`src/rtl/cpu_pkg.sv`:
```
// rtl/cpu_pkg.sv - shared opcodes, sequencer states and destination selects
//
// Purpose: common definitions for cpu_sequencer and cpu_fetch.
// Ports:   none (package).
package cpu_pkg;

   typedef enum logic [2:0] {
      S_IDLE     = 3'd0,
      S_FETCH_HI = 3'd1,
      S_FETCH_LO = 3'd2,
      S_EXEC     = 3'd3,
      S_HALT     = 3'd4
   } state_t;

   localparam logic [2:0] D_NONE = 3'd5;
   localparam logic [2:0] D_PC   = 3'd7;

   localparam logic [3:0] OP_NOP = 4'd0;
   localparam logic [3:0] OP_ALU = 4'd1;
   localparam logic [3:0] OP_LDI = 4'd2;
   localparam logic [3:0] OP_JMP = 4'd3;
   localparam logic [3:0] OP_BZ  = 4'd4;
   localparam logic [3:0] OP_HLT = 4'd5;

   // Register-file destinations 5 and 6 are not writable; both collapse to
   // D_NONE so the register file only ever sees one "no write" code.
   function automatic logic [2:0] dest_sel(input logic [2:0] d);
      return ((d == 3'd5) || (d == 3'd6)) ? D_NONE : d;
   endfunction

endpackage

```
`src/rtl/cpu_fetch.sv`:
```
// rtl/cpu_fetch.sv - two-byte instruction fetch handshake and instruction register
//
// Purpose: drives the byte-wide instruction-memory request for the high and
//          low instruction bytes and captures them into ins.
// Ports:   clk, rst_n     clock, asynchronous active-low reset
//          state          sequencer state (owned by cpu_sequencer)
//          pc_out         current program counter
//          imem_req/addr  request and byte address to instruction memory
//          imem_ack/data  acknowledge and same-cycle data from memory
//          ins            captured 16-bit instruction
//          ins_valid      high for the single cycle after the low byte lands
module cpu_fetch
   import cpu_pkg::*;
(
   input  logic        clk,
   input  logic        rst_n,
   input  state_t      state,
   input  logic [7:0]  pc_out,
   output logic        imem_req,
   output logic [7:0]  imem_addr,
   input  logic        imem_ack,
   input  logic [7:0]  imem_data,
   output logic [15:0] ins,
   output logic        ins_valid
);

   // Request and address are pure decode of the state register, so they stay
   // stable while an ack is withheld and drop the instant reset forces IDLE.
   always_comb begin
      imem_req  = 1'b0;
      imem_addr = 8'd0;
      if (state == S_FETCH_HI) begin
         imem_req  = 1'b1;
         imem_addr = pc_out;
      end else if (state == S_FETCH_LO) begin
         imem_req  = 1'b1;
         imem_addr = pc_out + 8'd1;
      end
   end

   // Acks are only honoured in the two fetch states; anything else is stray.
   always_ff @(posedge clk or negedge rst_n) begin
      if (!rst_n) begin
         ins       <= 16'd0;
         ins_valid <= 1'b0;
      end else begin
         ins_valid <= (state == S_FETCH_LO) && imem_ack;
         if ((state == S_FETCH_HI) && imem_ack)
            ins[15:8] <= imem_data;
         if ((state == S_FETCH_LO) && imem_ack)
            ins[7:0] <= imem_data;
      end
   end

endmodule

```
`src/rtl/cpu_sequencer.sv`:
```
// rtl/cpu_sequencer.sv - fetch/decode/execute sequencer for an 8-bit CPU
//
// Purpose: sequences IDLE -> FETCH_HI -> FETCH_LO -> EXEC and decodes the
//          fetched instruction into register-file and ALU controls.
// Ports:   clk, rst_n            clock, asynchronous active-low reset
//          run                   start request (IDLE/HALT only)
//          pc_out, rx_val        PC and rx read value from the register file
//          imem_req/addr/ack/data instruction-memory handshake
//          d_op, rx_op, ry_op    destination and source selects
//          pc_in                 next PC to the register file
//          wsel                  write-data select (0 ALU, 1 imm)
//          imm, alu_op           immediate and ALU operation
//          halted, illegal       status flags
module cpu_sequencer
   import cpu_pkg::*;
(
   input  logic       clk,
   input  logic       rst_n,
   input  logic       run,
   input  logic [7:0] pc_out,
   input  logic [7:0] rx_val,
   output logic       imem_req,
   output logic [7:0] imem_addr,
   input  logic       imem_ack,
   input  logic [7:0] imem_data,
   output logic [2:0] d_op,
   output logic [2:0] rx_op,
   output logic [2:0] ry_op,
   output logic [7:0] pc_in,
   output logic       wsel,
   output logic [7:0] imm,
   output logic [2:0] alu_op,
   output logic       halted,
   output logic       illegal
);

   state_t      state, state_nxt;
   logic [15:0] ins;
   logic        ins_valid;
   logic [3:0]  op;

   assign op     = ins[15:12];
   assign halted = (state == S_HALT);

   cpu_fetch u_fetch (
      .clk       (clk),
      .rst_n     (rst_n),
      .state     (state),
      .pc_out    (pc_out),
      .imem_req  (imem_req),
      .imem_addr (imem_addr),
      .imem_ack  (imem_ack),
      .imem_data (imem_data),
      .ins       (ins),
      .ins_valid (ins_valid)
   );

   always_ff @(posedge clk or negedge rst_n) begin
      if (!rst_n)
         state <= S_IDLE;
      else
         state <= state_nxt;
   end

   always_comb begin
      state_nxt = state;
      case (state)
         S_IDLE:     if (run)      state_nxt = S_FETCH_HI;
         S_FETCH_HI: if (imem_ack) state_nxt = S_FETCH_LO;
         S_FETCH_LO: if (imem_ack) state_nxt = S_EXEC;
         S_EXEC:     state_nxt = (op >= OP_HLT) ? S_HALT : S_FETCH_HI;
         S_HALT:     if (run)      state_nxt = S_FETCH_HI;
         default:    state_nxt = S_IDLE;
      endcase
   end

   // illegal is sticky through HALT and clears on the restart edge.
   always_ff @(posedge clk or negedge rst_n) begin
      if (!rst_n)
         illegal <= 1'b0;
      else if ((state == S_EXEC) && (op > OP_HLT))
         illegal <= 1'b1;
      else if ((state == S_HALT) && run)
         illegal <= 1'b0;
   end

   // ins_valid is high exactly in EXEC, the only cycle allowed to commit.
   // Outside it every select idles and pc_in mirrors pc_out so the PC holds.
   always_comb begin
      d_op   = D_NONE;
      rx_op  = 3'd0;
      ry_op  = 3'd0;
      alu_op = 3'd0;
      wsel   = 1'b0;
      imm    = 8'd0;
      pc_in  = pc_out;
      if (ins_valid) begin
         rx_op = ins[8:6];
         ry_op = ins[5:3];
         pc_in = pc_out + 8'd2;
         case (op)
            OP_NOP, OP_HLT: begin
            end
            OP_ALU: begin
               d_op   = dest_sel(ins[11:9]);
               alu_op = ins[2:0];
            end
            OP_LDI: begin
               d_op = dest_sel(ins[11:9]);
               imm  = ins[7:0];
               wsel = 1'b1;
            end
            OP_JMP: begin
               d_op = D_PC;
               imm  = ins[7:0];
               wsel = 1'b1;
            end
            OP_BZ: begin
               if (rx_val == 8'd0) begin
                  d_op = D_PC;
                  imm  = ins[7:0];
                  wsel = 1'b1;
               end
            end
            default: pc_in = pc_out;
         endcase
      end
   end

endmodule

```
`config.mk`:
```
export PLATFORM = sky130hd
export DESIGN_NAME = cpu_sequencer
export DESIGN_NICKNAME = d
export VERILOG_FILES = /design/src/rtl/cpu_pkg.sv /design/src/rtl/cpu_fetch.sv /design/src/rtl/cpu_sequencer.sv
export SDC_FILE = /design/constraint.sdc
export NUM_CORES = 1
export LEC_CHECK = 0
export CAP_MARGIN = 20
export CORE_MARGIN = 8
export CORE_UTILIZATION = 30
export DETAILED_ROUTE_END_ITERATION = 10
export DONT_BUFFER_PORTS = 1
export GPL_TIMING_DRIVEN = 0
export RECOVER_POWER = 50
export SLEW_MARGIN = 20
export SYNTH_ARGS = -nofsm -noshare
export SYNTH_HDL_FRONTEND = slang
export SYNTH_HIERARCHICAL = 1
export SYNTH_SLANG_ARGS = --single-unit
```
`constraint.sdc`:
```
create_clock -name clk -period 3.3 [get_ports clk]
set_input_delay 0.495 -clock clk [delete_from_list [all_inputs] [get_ports clk]]
set_output_delay 0.495 -clock clk [all_outputs]
set_load 0.005 [all_outputs]
```
==> results of run 1 <==
-- power breakdown --
group / internal (mW) / leakage [nW] / switching, mW
Sequential: 0.380 / 0.253 / 0.122
Combinational: 0.257 / 0.367 / 0.278
Clock: 0.0841 / 0.0255 / 0.0857
-- flip-flops by register name (all words and copies together) (netlist names) --
signal,cells
state,3
u_fetch/ins_valid,1
illegal,1
u_fetch/ins,16
-- Yosys cell counts (all sizes together) --
cell,instances
a2111oi,1
a211o,2
a21boi,5
a21oi,8
a22oi,2
a311oi,2
a31oi,1
a32oi,1
a41oi,1
and2,9
and2b,2
and3,3
and4,1
buf,4
clkbuf,1
dfrtp,21
ha,2
inv,5
mux2,17
mux2i,1
nand2,11
nand2b,8
nand3,7
nand3b,2
nand4,5
nor2,13
nor2b,1
nor3,2
nor4b,4
o211ai,1
o21ai,5
o221ai,1
o22ai,1
o2bb2ai,1
or3,1
or3b,2
or4,1
xnor2,4
xor2,4
-- through the flow --
| stage | utilization [%] | hold slack, ps | instances | total power [mW] | setup slack [ps] |
|---|---|---|---|---|---|
| floorplan | - | 199 | 163 | 0.945 | 1560 |
| global placement | 32.6 | 200 | 233 | 1.06 | 1260 |
| detailed placement | 32.6 | 200 | 233 | 1.08 | 1260 |
| CTS | 33.8 | 341 | 238 | 1.25 | 1030 |
| global route | 33.0 | 343 | 238 | 1.31 | 953 |
| finish | 33.0 | 342 | 238 | 1.21 | 1110 |
-- worst reg2reg max path, delay by kind of cell (launching register included) --
kind             cells  cell delay, ps
muxes                1             410
and+or+nand+nor      2             930
DFF                  1             480
-- final timing paths --
check	start	to	slack, ps	depth (start not counted)
min in group asynchronous	rst_n	u_fetch/ins[10]	450	1
worst max register to register	state[1]	u_fetch/ins[10]	1360	3
max in group asynchronous	rst_n	u_fetch/ins[6]	2150	1
worst min-delay path	run	state[2]	340	1
worst max-delay path	u_fetch/ins[14]	d_op[1]	1110	3
worst min register to register	u_fetch/ins[5]	u_fetch/ins[5]	510	1
-- cell families after synthesis --
group / count (synthesis)
AND/OR/NAND/NOR: 72
AO/OA/AOI/OAI: 32
flip-flops: 21
multiplexers: 18
buffers and inverters: 10
XOR/XNOR: 8
adder cells (fa/ha/maj): 2
-- final cells by class --
type	count	area, um2
Timing Repair Buffer	1	3.75
Inverter	5	18.8
Clock inverter	1	5.00
Multi-Input combinational cell	132	960
Buffer	5	31.3
Fill cell	548	3400
Sequential cell	21	526
Tap cell	70	87.6
Clock buffer	3	41.3
-- routing by layer --
metal  vias up  track usage [%]
met3         5             4.64
met5         -                0
li1        610                -
met1       604             12.9
met2        54             16.4
met4         0             2.30
-- what timing repair did --
| action | CTS | global route |
|---|---|---|
| setup endpoints to repair | 0 | 0 |
| setup buffers | 0 | 0 |
| hold endpoints to repair | 21 | 0 |
| hold buffers | 1 | 0 |
==> results.md, run 1 <==
* Synth Net Count at 193
* Gate count of the mapped netlist at 163
* Critical path, cell by cell: nor4b_2, nand4_2, o221ai_1
* Drt total wl at between 4000 and 5000 um
* DPL Wire Length at approximately 3300 um
* Final Wtd Congestion at between 0.7 and 0.8
* Max-cap violations at 0
* Worst Setup End Kind: output pin
* Max Clk Rate at around 460 MHz
* Final TNS setup at 0 ps
* Initial core utilization at around 31%
* M1 WL at between 1500 and 2000 um
* Peak supply drop at 0.393 mV
* Top Ports at 68
* Post-CTS sizing at 0
* Design Area, Final at roughly 1700 um2
* Vias at ~1300
* CTS Buf Count at 3
* Clk_lat worst skew at 260 ps
* Metal2 WL at roughly 1800 um
* WS Path Type: reg -> out
* Core area at about 5000 um2
* Commonest cells after routing, fill and taps aside: dfrtp_1 (21), mux2_2 (17), nor2_1 (13)
* Delay-heaviest family, CP: simple AND/OR/NAND/NOR gates
* First-pass DRT Iterations at 4
* Critical Path RT at around 2800 ps
* Leakage power at 0.645 nW
* Top-area cell type share of the netlist area at about a third
* Final hold violation count at 0
* Vias in the first global route at 1273
* CP max stage cell: dfrtp_1
* Total gr overflow at 0
* DR iter-0 viols at 34
* Relative max-transition margin at between 20 and 25%
* GRT Total Usage at between 10% and 20%
* Largest cells by area after synthesis: dfrtp_1 (33%), mux2_2 (12%), and2_1 (3.6%)
* PwrDens at a little over 700 nW/um2
* Xor/xnor share of the synthesized area at under 10%
* Post-Syn Area at approximately 1600 um2
* Initial antenna violation count at 0
* Fin crit period at 2190 ps
* Worst-Margin Slew at 1180 ps
* Synth cell types at 48
* DIE HEIGHT at just under 90 um
* Avg Inst Size Synth at between 9 and 10 um2
* Layout Nets at about 200
* Largest net degree at the start of global routing at 22
* Post-DRT Antenna Nets at 0
* Critical path launch point type: flip-flop
* Cell Rows at 26
* CTS tree: built
* Buf/Inv on CP at 0
* Synth area leader: dfrtp_1
* Inserted Diodes at 0
* Skew final at 1.04 ps
* Die area at just under 8000 um2
* I/O Buffers at 0
* Synth warn at 6
* # DRC at 0
* Post-synthesis adder-cell area fraction at about 1.6%
* Most common cell after layout, fill and taps aside: dfrtp_1
* Compound-Gate Fraction of Synth Area at between 10% and 20%
* Max Root-Sink Buffers at 2
* Worst-path clk slew at 80 ps
* Post-synthesis sequential area ratio at roughly 33%
* Main combinational cell family by area after synthesis: simple AND/OR/NAND/NOR gates
* Die X-Extent at approximately 88 um
* First-pass GRT wire length at about 6500 um
* Crit Path Max Fanout at 10
* Routed len/inst at 17.6 um
* Mux cell area share after synthesis at 12.8%
* Routed wl met3 at around 500 um
* Seq cells post-synth at 21
* Final setup vio count at 0
* Crit share post-route at approximately 66%
* DP Area at roughly 1700 um2
* Run status: finished, final reports clean
* Via density at about 5.3
* HP Class: in -> reg
* Root Buffer: clkbuf_8
* Share of cells above drive strength 1 at roughly 18%
* H-Tree Depth at 1
* Arrival @ worst endpoint at about 1700 ps
* Sink Count at 21
* RSZ-0062 raised after global routing: no
* Synth Area in Simple Gates at between 20% and 30%
* Pins Over Slew Limit at 0
* Top sig layer: met4
* Worst stage delay on the critical path at roughly 460 ps
* Area delta synth->final at 6.62%
Power figures use the tool's default switching activity.
==> inputs of run 2 (changes only) <==
==> constraint.sdc (replaced) <==
create_clock -name clk -period 2.1 [get_ports clk]
set_input_delay 0.315 -clock clk [delete_from_list [all_inputs] [get_ports clk]]
set_output_delay 0.315 -clock clk [all_outputs]
set_load 0.005 [all_outputs]
==> run 2 against run 1 <==
  * Non-clock buffer count stayed put
  * Flip-flop and latch count stayed put
  * Clock skew grew 1.0 ps
==> results.md, run 2 (synthesized netlist as in run 1, its figures left out) <==
* Run status: finished, final reports clean
* CTS Buf Count at 3 (unchanged)
* Final Wtd Congestion at 0.762 (unchanged)
* Most flops, register: u_fetch/ins
* Root Buffer: clkbuf_8
* Crit Path Max Fanout at 11 (+1)
* Sink Count at 21 (unchanged)
* Worst path depth at 3 (unchanged)
* DR iter-0 viols at 46 (+35%)
* Final hold violation count at 0 (unchanged)
* Inserted Diodes at 0 (unchanged)
* Vias in the first global route at 1273 (unchanged)
* Relative max-transition margin at 22.5% (+0.97 points)
* Pins Over Slew Limit at 0 (unchanged)
* Fin crit period at slightly below 2000 ps
* Worst-Margin Slew at 1160 ps (-14.6 ps)
* Worst-path clk slew at 80 ps (about the same)
* Clk_lat worst skew at 260 ps (about the same)
* Final setup vio count at 0 (unchanged)
* Worst reg-to-reg path cell count at 3 (unchanged)
* First-pass DRT Iterations at 4 (unchanged)
* Peak supply drop at 0.611 mV (+56%)
* Flop-to-flop setup slack at 160 ps (-1200 ps)
* Cell Rows at 26 (unchanged)
* Worst stage delay on the critical path at 630 ps (+170 ps)
* Critical path, cell by cell: nand2b_1, nor2_1, mux2_2
* Post-Place Cells at 233 (unchanged)
* DIE HEIGHT at 88.3 um (unchanged)
* CP max stage cell: nor2_1
* Top Ports at 68 (unchanged)
* CTS tree: built
* DPL Wire Length at 3330 um (unchanged)
* I/O Buffers at 0 (unchanged)
* Max Root-Sink Buffers at 2 (unchanged)
* Share of cells above drive strength 1 at 19.0% (+0.60 points)
* Delay-heaviest family, CP: simple AND/OR/NAND/NOR gates
* Max Clk Rate at between 500 and 600 MHz
* Core area at 5070 um2 (unchanged)
* GRT Total Usage at 10.5% (unchanged)
* Leakage power at 0.651 nW (+0.87%)
* Die X-Extent at 88.3 um (unchanged)
* First-pass GRT wire length at 6520 um (unchanged)
* Area delta synth->final at 7.89%
* Largest net degree at the start of global routing at 22 (unchanged)
* Routed len/inst at 17.7 um (+0.57%)
* Initial antenna violation count at 0 (unchanged)
* Most common cell after layout, fill and taps aside: dfrtp_1
* Initial core utilization at 30.9% (unchanged)
* HP Class: in -> reg
* Max-cap violations at 0 (unchanged)
* Vias at 1262 (-0.86%)
* # DRC at 0 (unchanged)
* RSZ-0062 raised after global routing: no
* Skew final at 2.06 ps (+1.02 ps)
* Commonest cells after routing, fill and taps aside: dfrtp_1 (21), mux2_2 (17), nor2_1 (12)
* Via density at 5.30 (-0.86%)
* Post-DRT Antenna Nets at 0 (unchanged)
* Buf/Inv on CP at 0 (unchanged)
* Biggest regs: u_fetch/ins (16), state (3)
* Critical Path RT at 2250 ps (-550 ps)
* RR Startpoint: state[1]
* Total gr overflow at 0 (unchanged)
* Worst Setup End Kind: flip-flop
* CP startpoint: state[1]
* Drt total wl at 4210 um (+0.57%)
* Capture point of the critical path: u_fetch/ins[13]
* Die area at 7800 um2 (unchanged)
* Arrival @ worst endpoint at 2090 ps (+400 ps)
* Critical path launch point type: flip-flop
* Reg2reg end: u_fetch/ins[13]
* H-Tree Depth at 1 (unchanged)
* WS Path Type: reg -> reg
* PwrDens at 1130 nW/um2 (+56%)
* Final TNS setup at 0 ps (unchanged)
* Fill count at 546 (-0.36%)
* Max reg flops at 16 (unchanged)
* Layout Nets at 199 (unchanged)
* Crit share post-route at slightly above 90%
* Final non-filler cell total at 238 (unchanged)
[run 2: power by group]
group	internal [mW]	switching (mW)
Sequential	0.598	0.196
Clock	0.132	0.132
Combinational	0.409	0.441
Total	1.14	0.770
[run 2: per-layer routing]
layer / global-route usage (%) / wire [um] / vias up
li1: - / - / 608
met1: 12.9 / 1840 / 601
met2: 16.4 / 1840 / 48
met3: 4.64 / 496 / 5
met4: 2.30 / 29 / 0
met5: 0 / 0 / -
[run 2: how the worst min path moves through the flow]
stage                      from         endpoint  slack, ps  cells past startpoint
after floorplan           rst_n          illegal         20                      0
after detailed placement  rst_n  u_fetch/ins[11]         20                      0
after global placement    rst_n  u_fetch/ins[11]         20                      0
after CTS                   run         state[2]        160                      1
after global routing        run         state[2]        160                      1
final                       run         state[2]        160                      1
[run 2: what timing repair did]
| item | 4_1_cts | 5_1_grt |
|---|---|---|
| setup endpoints to repair | 0 | 5 |
| endpoints found under the hold margin | 21 | 0 |
| hold buffers | 1 | 0 |
| buffers inserted | 0 | 0 |
| resized for setup | 0 | 3 |
[run 2: layout make-up]
cell class | instances | area, um2 | share of cell area [%]
clock buffers | 3 | 41.3 | 2.44
well taps | 70 | 87.6 | 5.17
clock inverters | 1 | 5.00 | 0.296
multi-input cells | 132 | 980 | 57.9
plain buffers | 5 | 31.3 | 1.85
inverters | 5 | 18.8 | 1.11
flip-flops and latches | 21 | 526 | 31.0
repair buffers | 1 | 3.75 | 0.222
[run 2: metrics by stage]
stage                     hold slack (ps)  utilization [%]  power (mW)  setup slack [ps]  instance area [um2]
after floorplan                      19.4                -        1.48               602                 1570
after global placement               20.1             32.6        1.67               315                 1660
after detailed placement             20.1             32.6        1.69               300                 1660
after CTS                             161             33.8        1.97              6.92                 1710
after global routing                  163             33.4        2.07              42.2                 1690
final                                 162             33.4        1.91               161                 1690
[run 2: worst register-to-register path, cell delays in order, from the launching register on]
cell and delay (ps):
dfrtp_1 480, nand2b_1 300, nor2_1 630, mux2_2 410
